## src/rtl/ddc_acc_pkg.sv

```systemverilog
// Shared types and helpers for the DDC accumulator/sequentializer.
// DDC_ACC_SAT_EN selects saturating accumulation instead of wrap-around.
package ddc_acc_pkg;

    // Working width for the add helper; comfortably above any supported ACC_WIDTH.
    localparam int ACC_MAX_W = 128;

    typedef enum logic {
        IDLE,
        DRAIN
    } drain_state_e;

    function automatic int ch_width(input int n);
        return (n > 1) ? $clog2(n) : 1;
    endfunction

    // Operands arrive sign-extended; the result is the acc_w-bit lane value, sign-extended.
    function automatic logic signed [ACC_MAX_W-1:0] acc_add(
        input logic signed [ACC_MAX_W-1:0] sum,
        input logic signed [ACC_MAX_W-1:0] sample,
        input int                          acc_w
    );
        logic signed [ACC_MAX_W-1:0] raw;
`ifdef DDC_ACC_SAT_EN
        logic signed [ACC_MAX_W-1:0] hi;
        logic signed [ACC_MAX_W-1:0] lo;
        raw = sum + sample;
        lo  = {ACC_MAX_W{1'b1}} <<< (acc_w - 1);
        hi  = ~lo;
        if (raw > hi) begin
            return hi;
        end else if (raw < lo) begin
            return lo;
        end
        return raw;
`else
        raw = sum + sample;
        return (raw <<< (ACC_MAX_W - acc_w)) >>> (ACC_MAX_W - acc_w);
`endif
    endfunction

endpackage

```

## src/rtl/ddc_acc_lane.sv

```systemverilog
// One signed accumulator lane (I or Q of a channel) with clear-on-frame-end.
// DDC_ACC_SAT_EN adds a sticky clamp flag so a saturated lane holds until cleared.
module ddc_acc_lane
    import ddc_acc_pkg::*;
#(
    parameter int DDC_WIDTH = 32,
    parameter int ACC_WIDTH = 48
) (
    input  logic                        clk,
    input  logic                        rst,
    input  logic                        en,
    input  logic                        clr,
    input  logic signed [DDC_WIDTH-1:0] sample,
    output logic signed [ACC_WIDTH-1:0] frame_sum
);

    logic signed [ACC_WIDTH-1:0] acc_q, acc_d;
    logic signed [ACC_WIDTH-1:0] sum_next;
`ifdef DDC_ACC_SAT_EN
    logic                        sat_q, sat_d;
    logic signed [ACC_MAX_W-1:0] raw, clamped;
`endif

    always_comb begin
`ifdef DDC_ACC_SAT_EN
        raw      = ACC_MAX_W'(acc_q) + ACC_MAX_W'(sample);
        clamped  = acc_add(ACC_MAX_W'(acc_q), ACC_MAX_W'(sample), ACC_WIDTH);
        sum_next = sat_q ? acc_q : ACC_WIDTH'(clamped);
        sat_d    = sat_q;
        if (en) begin
            sat_d = clr ? 1'b0 : (sat_q || (clamped != raw));
        end
`else
        sum_next = ACC_WIDTH'(acc_add(ACC_MAX_W'(acc_q), ACC_MAX_W'(sample), ACC_WIDTH));
`endif
        acc_d = acc_q;
        if (en) begin
            acc_d = clr ? '0 : sum_next;
        end
    end

    always_ff @(posedge clk) begin
        if (rst) begin
            acc_q <= '0;
`ifdef DDC_ACC_SAT_EN
            sat_q <= 1'b0;
`endif
        end else begin
            acc_q <= acc_d;
`ifdef DDC_ACC_SAT_EN
            sat_q <= sat_d;
`endif
        end
    end

    assign frame_sum = sum_next;

endmodule

```

## src/rtl/ddc_acc_seq.sv

```systemverilog
// Multi-channel DDC integrator: snapshots all channel sums per frame and drains them
// one channel per AXI-Stream beat. DDC_ACC_SAT_EN enables saturating lanes.
module ddc_acc_seq
    import ddc_acc_pkg::*;
#(
    parameter int N_CH      = 4,
    parameter int DDC_WIDTH = 32,
    parameter int ACC_WIDTH = 48,
    parameter int LEN_WIDTH = 32
) (
    input  logic                          clk,
    input  logic                          rst,
    input  logic [N_CH*2*DDC_WIDTH-1:0]   s_ddc_tdata,
    input  logic                          s_ddc_tvalid,
    input  logic [LEN_WIDTH-1:0]          acc_len,
    output logic [2*ACC_WIDTH-1:0]        m_axis_tdata,
    output logic                          m_axis_tvalid,
    input  logic                          m_axis_tready,
    output logic [ch_width(N_CH)-1:0]     m_axis_tuser,
    output logic                          m_axis_tlast,
    output logic                          frame_drop,
    output logic [15:0]                   drop_cnt
);

    localparam int              CH_W    = ch_width(N_CH);
    localparam int              BEAT_W  = 2*ACC_WIDTH;
    localparam logic [CH_W-1:0] LAST_CH = CH_W'(N_CH-1);

    drain_state_e                state_q, state_d;
    logic [CH_W-1:0]             ch_q, ch_d, ch_next;
    logic                        tvalid_q, tvalid_d;
    logic                        tlast_q, tlast_d;
    logic [BEAT_W-1:0]           tdata_q, tdata_d;
    logic                        drop_q, drop_d;
    logic [15:0]                 drop_cnt_q, drop_cnt_d;
    logic [BEAT_W-1:0]           shadow_q [N_CH];
    logic [BEAT_W-1:0]           shadow_d [N_CH];
    logic [BEAT_W-1:0]           snap_beat [N_CH];
    logic [LEN_WIDTH-1:0]        len_q, len_d, cnt_q, cnt_d, len_next;
    logic signed [ACC_WIDTH-1:0] lane_sum [2*N_CH];
    logic                        frame_end, hs, bank_free, snap;

    assign len_next  = (acc_len == '0) ? LEN_WIDTH'(1) : acc_len;
    assign frame_end = s_ddc_tvalid && (cnt_q == len_q - LEN_WIDTH'(1));

    for (genvar k = 0; k < N_CH; k++) begin : g_ch
        ddc_acc_lane #(.DDC_WIDTH(DDC_WIDTH), .ACC_WIDTH(ACC_WIDTH)) u_lane_i (
            .clk       (clk),
            .rst       (rst),
            .en        (s_ddc_tvalid),
            .clr       (frame_end),
            .sample    (s_ddc_tdata[2*DDC_WIDTH*k +: DDC_WIDTH]),
            .frame_sum (lane_sum[2*k])
        );
        ddc_acc_lane #(.DDC_WIDTH(DDC_WIDTH), .ACC_WIDTH(ACC_WIDTH)) u_lane_q (
            .clk       (clk),
            .rst       (rst),
            .en        (s_ddc_tvalid),
            .clr       (frame_end),
            .sample    (s_ddc_tdata[2*DDC_WIDTH*k+DDC_WIDTH +: DDC_WIDTH]),
            .frame_sum (lane_sum[2*k+1])
        );
        assign snap_beat[k] = {lane_sum[2*k+1], lane_sum[2*k]};
    end

    // The bank frees up in the very cycle its last beat is accepted, so back-to-back frames are lossless.
    always_comb begin
        hs        = tvalid_q && m_axis_tready;
        bank_free = (state_q == IDLE) || (hs && tlast_q);
        snap      = frame_end && bank_free;
        ch_next   = ch_q + CH_W'(1);

        cnt_d = cnt_q;
        if (s_ddc_tvalid) begin
            cnt_d = frame_end ? '0 : cnt_q + LEN_WIDTH'(1);
        end
        len_d      = frame_end ? len_next : len_q;
        drop_d     = frame_end && !bank_free;
        drop_cnt_d = (drop_d && (drop_cnt_q != 16'hFFFF)) ? drop_cnt_q + 16'd1 : drop_cnt_q;

        shadow_d = shadow_q;
        state_d  = state_q;
        ch_d     = ch_q;
        tvalid_d = tvalid_q;
        tdata_d  = tdata_q;
        tlast_d  = tlast_q;

        if (snap) begin
            shadow_d = snap_beat;
            state_d  = DRAIN;
            ch_d     = '0;
            tvalid_d = 1'b1;
            tdata_d  = snap_beat[0];
            tlast_d  = (LAST_CH == '0);
        end else if (hs) begin
            if (!tlast_q) begin
                ch_d    = ch_next;
                tdata_d = shadow_q[ch_next];
                tlast_d = (ch_next == LAST_CH);
            end else begin
                state_d  = IDLE;
                tvalid_d = 1'b0;
            end
        end
    end

    always_ff @(posedge clk) begin
        if (rst) begin
            state_q    <= IDLE;
            ch_q       <= '0;
            tvalid_q   <= 1'b0;
            tdata_q    <= '0;
            tlast_q    <= 1'b0;
            drop_q     <= 1'b0;
            drop_cnt_q <= '0;
            shadow_q   <= '{default: '0};
            cnt_q      <= '0;
            len_q      <= len_next;
        end else begin
            state_q    <= state_d;
            ch_q       <= ch_d;
            tvalid_q   <= tvalid_d;
            tdata_q    <= tdata_d;
            tlast_q    <= tlast_d;
            drop_q     <= drop_d;
            drop_cnt_q <= drop_cnt_d;
            shadow_q   <= shadow_d;
            cnt_q      <= cnt_d;
            len_q      <= len_d;
        end
    end

    assign m_axis_tdata  = tdata_q;
    assign m_axis_tvalid = tvalid_q;
    assign m_axis_tuser  = ch_q;
    assign m_axis_tlast  = tlast_q;
    assign frame_drop    = drop_q;
    assign drop_cnt      = drop_cnt_q;

endmodule

```

## config.mk

```make
export PLATFORM = sky130hd
export DESIGN_NAME = ddc_acc_seq
export DESIGN_NICKNAME = d
export VERILOG_FILES = /design/src/rtl/ddc_acc_pkg.sv /design/src/rtl/ddc_acc_lane.sv /design/src/rtl/ddc_acc_seq.sv
export SDC_FILE = /design/constraint.sdc
export NUM_CORES = 2
export LEC_CHECK = 0
export BUFFER_PORTS_ARGS = -buffer_cell sky130_fd_sc_hd__buf_2
export CORE_MARGIN = 8
export CORE_UTILIZATION = 57
export CTS_BUF_LIST = sky130_fd_sc_hd__clkbuf_4 sky130_fd_sc_hd__clkbuf_8
export DETAILED_ROUTE_END_ITERATION = 10
export HOLD_SLACK_MARGIN = 0.12
export PLACE_DENSITY_LB_ADDON = 0.25
export SLEW_MARGIN = 20
export SYNTH_ARGS = -nofsm -noshare
export SYNTH_HDL_FRONTEND = slang
export SYNTH_SLANG_ARGS = --single-unit
```

## constraint.sdc

```tcl
create_clock -name clk -period 4 [get_ports clk]
set_input_delay 0 -clock clk [delete_from_list [all_inputs] [get_ports clk]]
set_output_delay 0 -clock clk [all_outputs]
set_load 0.05 [all_outputs]
```

==> results.yml <==
die:
  die_area_um2: 108000
  fp-row-count: 114
  die_x_um: 328
  start_util_pct: 57.4
  pin_count: 409
  die_h_um: 328
  design.core.area_um2: 96700
synthesis:
  synthArstFlopShare_pct: 0
  synth-main-ff-cell: "dfxtp_1"
  synth_top_area_share_pct: 33.0
  ys_seq_area_share_pct: 34.8
  synth_nets: 7516
  synthTopCellsByArea: "dfxtp_1 (33%), ha_1 (8.6%), nand2_1 (8.5%)"
  ys_warn_count: 0
  synth_edf_count: 32
  netlist_area_um2: 55600
  yosys_register_bits: 949
  yosysMostFrequentCell: "nand2_1"
  ys_types: 93
  synth_area_per_cell_um2: 8.13
  syn_inst: 6836
  synth_top_area_cell: "dfxtp_1"
  synth.top_cells.by_count: "nand2_1 (1257), dfxtp_1 (917), a21oi_1 (908), nor2_1 (407), ha_1 (380)"
sta:
  setup_violations: 281
  fin_tns_setup_ns: -13.84
  finalCritPeriodShare_pct: 104
  rsz0062_at_grt: "yes"
  slew_headroom_pct: 20.6
  hold_violations: 0
  min_period_ns: 4.16
  finalWorstSetupSlack_ns: -0.158
  fmax_mhz: 240
  slew_viol_final: 0
  tightestPinTransition_ns: 1.19
  fin_skew_ns: 0.0536
hold_path:
  holdPathStages: 3
  hold_class: "input pin to register"
  min-delay-start: "rst"
  hold_end: "drop_cnt[4]"
route:
  drtIter0Drc: 7350
  ant_nets: 0
  num_vias: 57800
  drc_errors: 0
  wl_per_cell_um: 23.5
  drtPass1Iterations: 7
  viasPerCell: 6.33
  wl_um: 214000
worst_setup_path:
  cp_common_cell: "buf_6"
  reg2regPathDepth: 18
  path_cells: "or3_4 -> or3_4 -> or4_4 -> mux2i_2 -> mux2i_1 -> a21oi_2 -> a211oi_2 -> buf_4 -> buf_6 -> nand4_4 -> buf_6 -> nor2_4 -> buf_12 -> buf_6 -> buf_12 -> buf_16 -> nand2_1 -> a21oi_1"
  startpoint_type: "register"
  critPathBufInv: 7
  cp_slowest_cell: "or4_4"
  cp-end-kind: "register"
  crit_required_ns: 4.75
  crit_fanout: 7
  r2r-end: "shadow_q[340]"
  slowest_delay_ns: 0.57
  reg2reg_from: "len_q[15]"
  path_delay_family: "simple AND/OR/NAND/NOR gates"
  r2r_slack_ns: -0.16
  crit_cells: 18
  crit_arrival_ns: 4.91
  crit_type: "register to register"
status:
  status: "finished, violations left"
  violations: "setup timing"
global_routing:
  antenna_found_initial: 16
  met2_usage_pct: 54.0
  grt_max_degree: 226
  grt_pass1_wl_um: 307000
  top_usage_layer: "met2"
  gr-usage-all-layers_pct: 35.8
  grt.met3_usage_pct: 8.40
  grt_remaining_overflow: 0
  use_met1_pct: 47.8
  grt_pass1_vias: 53300
power:
  p_per_area_nw_per_um2: 420
  leakage_uw: 0.0299
  ir_worst_vdd_mv: 0.380
cts:
  clk_path_buf_depth: 3
  cts_tree: "yes"
  clk_latency_ns: 0.87
  cts.htree.levels: 4
  cts_root_buf: "clkbuf_8"
  clock_sinks: 949
  cts_buffers: 164
  clk_pin_slew_ns: 0.07
final_layout:
  n_fill_cell: 7173
  drive_gt1_share_pct: 17.7
  syn_to_final_growth_pct: 26.8
  ff_latch_area_um2: 19300
  multi_input_area_um2: 35400
  nNetsFinal: 8396
placement:
  pre_cts_ws_ns: -0.201
  dp_hpwl_um: 139000
  gp_congestion: 0.958
  port_buffers: 408
run:
  drv_cap: 0
[final cells by class]
type / count / area share [%]
clock inverters: 44 / 0.590
diodes: 16 / 0.0569
repair buffers: 1117 / 14.2
flip-flops and latches: 949 / 27.4
clock buffers: 247 / 4.46
multi-input cells: 5352 / 50.3
well taps: 1276 / 2.27
inverters: 132 / 0.714
[layout by cell type (no fill, tap or decap), types with 26 or more instances in the layout]
cell / count
a211oi_1: 63
buf_12: 46
buf_4: 155
nand2_2: 58
dfxtp_1: 916
xnor2_1: 247
nand3_1: 259
nand4_1: 54
clkbuf_4: 42
xor2_1: 165
a21o_1: 243
nor2b_1: 53
or3_1: 35
a22oi_1: 90
a22o_1: 84
inv_1: 131
mux4_2: 96
edfxtp_1: 32
and3_1: 59
nor2_1: 397
o21bai_1: 47
buf_2: 407
a21oi_2: 96
o21ai_0: 246
nand2b_1: 40
ha_1: 377
nand2_1: 1178
dlygate4sd3_1: 434
o21a_1: 56
clkbuf_8: 206
a31oi_1: 60
a22oi_2: 26
a21oi_1: 812
clkbuf_16: 31
nor3_1: 74
[how the worst max path moves through the flow]
| stage | start | to |
|---|---|---|
| final | len_q[15] | shadow_q[340] |
| after global routing | len_q[20] | shadow_q[340] |
| after CTS | len_q[15] | g_ch[3].u_lane_i.acc_q[47] |
| after detailed placement | len_q[15] | m_axis_tdata[47] |
| after global placement | len_q[15] | shadow_q[297] |
| after floorplan | m_axis_tuser[0] | m_axis_tdata[41] |
[tightest hold or removal path, stage by stage]
cell	delay (ns)
dlygate4sd3_1	0.56
buf_8	0.28
nor2_1	0.16
[repair_timing]
action                                  CTS  global route
endpoints found under the setup margin  328           755
gates resized for setup                  11           372
setup buffers                            11            50
pin swaps                                 5           168
hold endpoints to repair                847             0
hold buffers                            435             0
gates cloned                              3            46
[registers in the layout, summed over array words and instances, names as in the netlist, 2 cells and up]
name and cells:
m_axis_tdata 96, m_axis_tuser 2, g_ch.u_lane_i.acc_q 192, drop_cnt 16, shadow_q 384, len_q 32
g_ch.u_lane_q.acc_q 192, cnt_q 32
[logic make-up (layout without fill, tap and decap cells)]
| logic type | after synthesis | count (layout) | synth area share (%) |
|---|---|---|---|
| compound gates | 2053 | 2053 | 22.9 |
| xor+xnor | 416 | 416 | 6.58 |
| fa+ha+maj | 388 | 388 | 8.85 |
| buf+inv | 537 | 1540 | 3.81 |
| flops | 949 | 949 | 34.8 |
| mux | 115 | 115 | 4.24 |
| other cells | 0 | 16 | 0 |
| simple gates | 2378 | 2380 | 18.9 |
[through the flow]
stage | total power [µW] | area, µm² | hold slack [ns] | instances | utilization, %
6_report | 29600 | 70400 | 0.191 | 9133 | 72.8
5_1_grt | 30800 | 70400 | 0.180 | 9126 | 72.8
4_1_cts | 29000 | 67600 | 0.122 | 9022 | 69.9
3_5_place_dp | 18600 | 59400 | 0.195 | 8282 | 61.4
3_3_place_gp | 18500 | 59400 | 0.195 | 8282 | 61.4
2_1_floorplan | 16200 | 55600 | 0.164 | 6836 | -
[where the power goes]
group / switching (µW) / internal [µW] / total [µW]
Clock: 4390 / 5370 / 9760
Combinational: 5460 / 3900 / 9360
Sequential: 371 / 10100 / 10500
[layer usage]
metal  vias up  wire [µm]
met4         2      12600
met3       723      26700
met5         -         16
li1      26200          -
met1     27400      83200
met2      3476      91800
No activity file was read; power rests on OpenSTA's default activity.
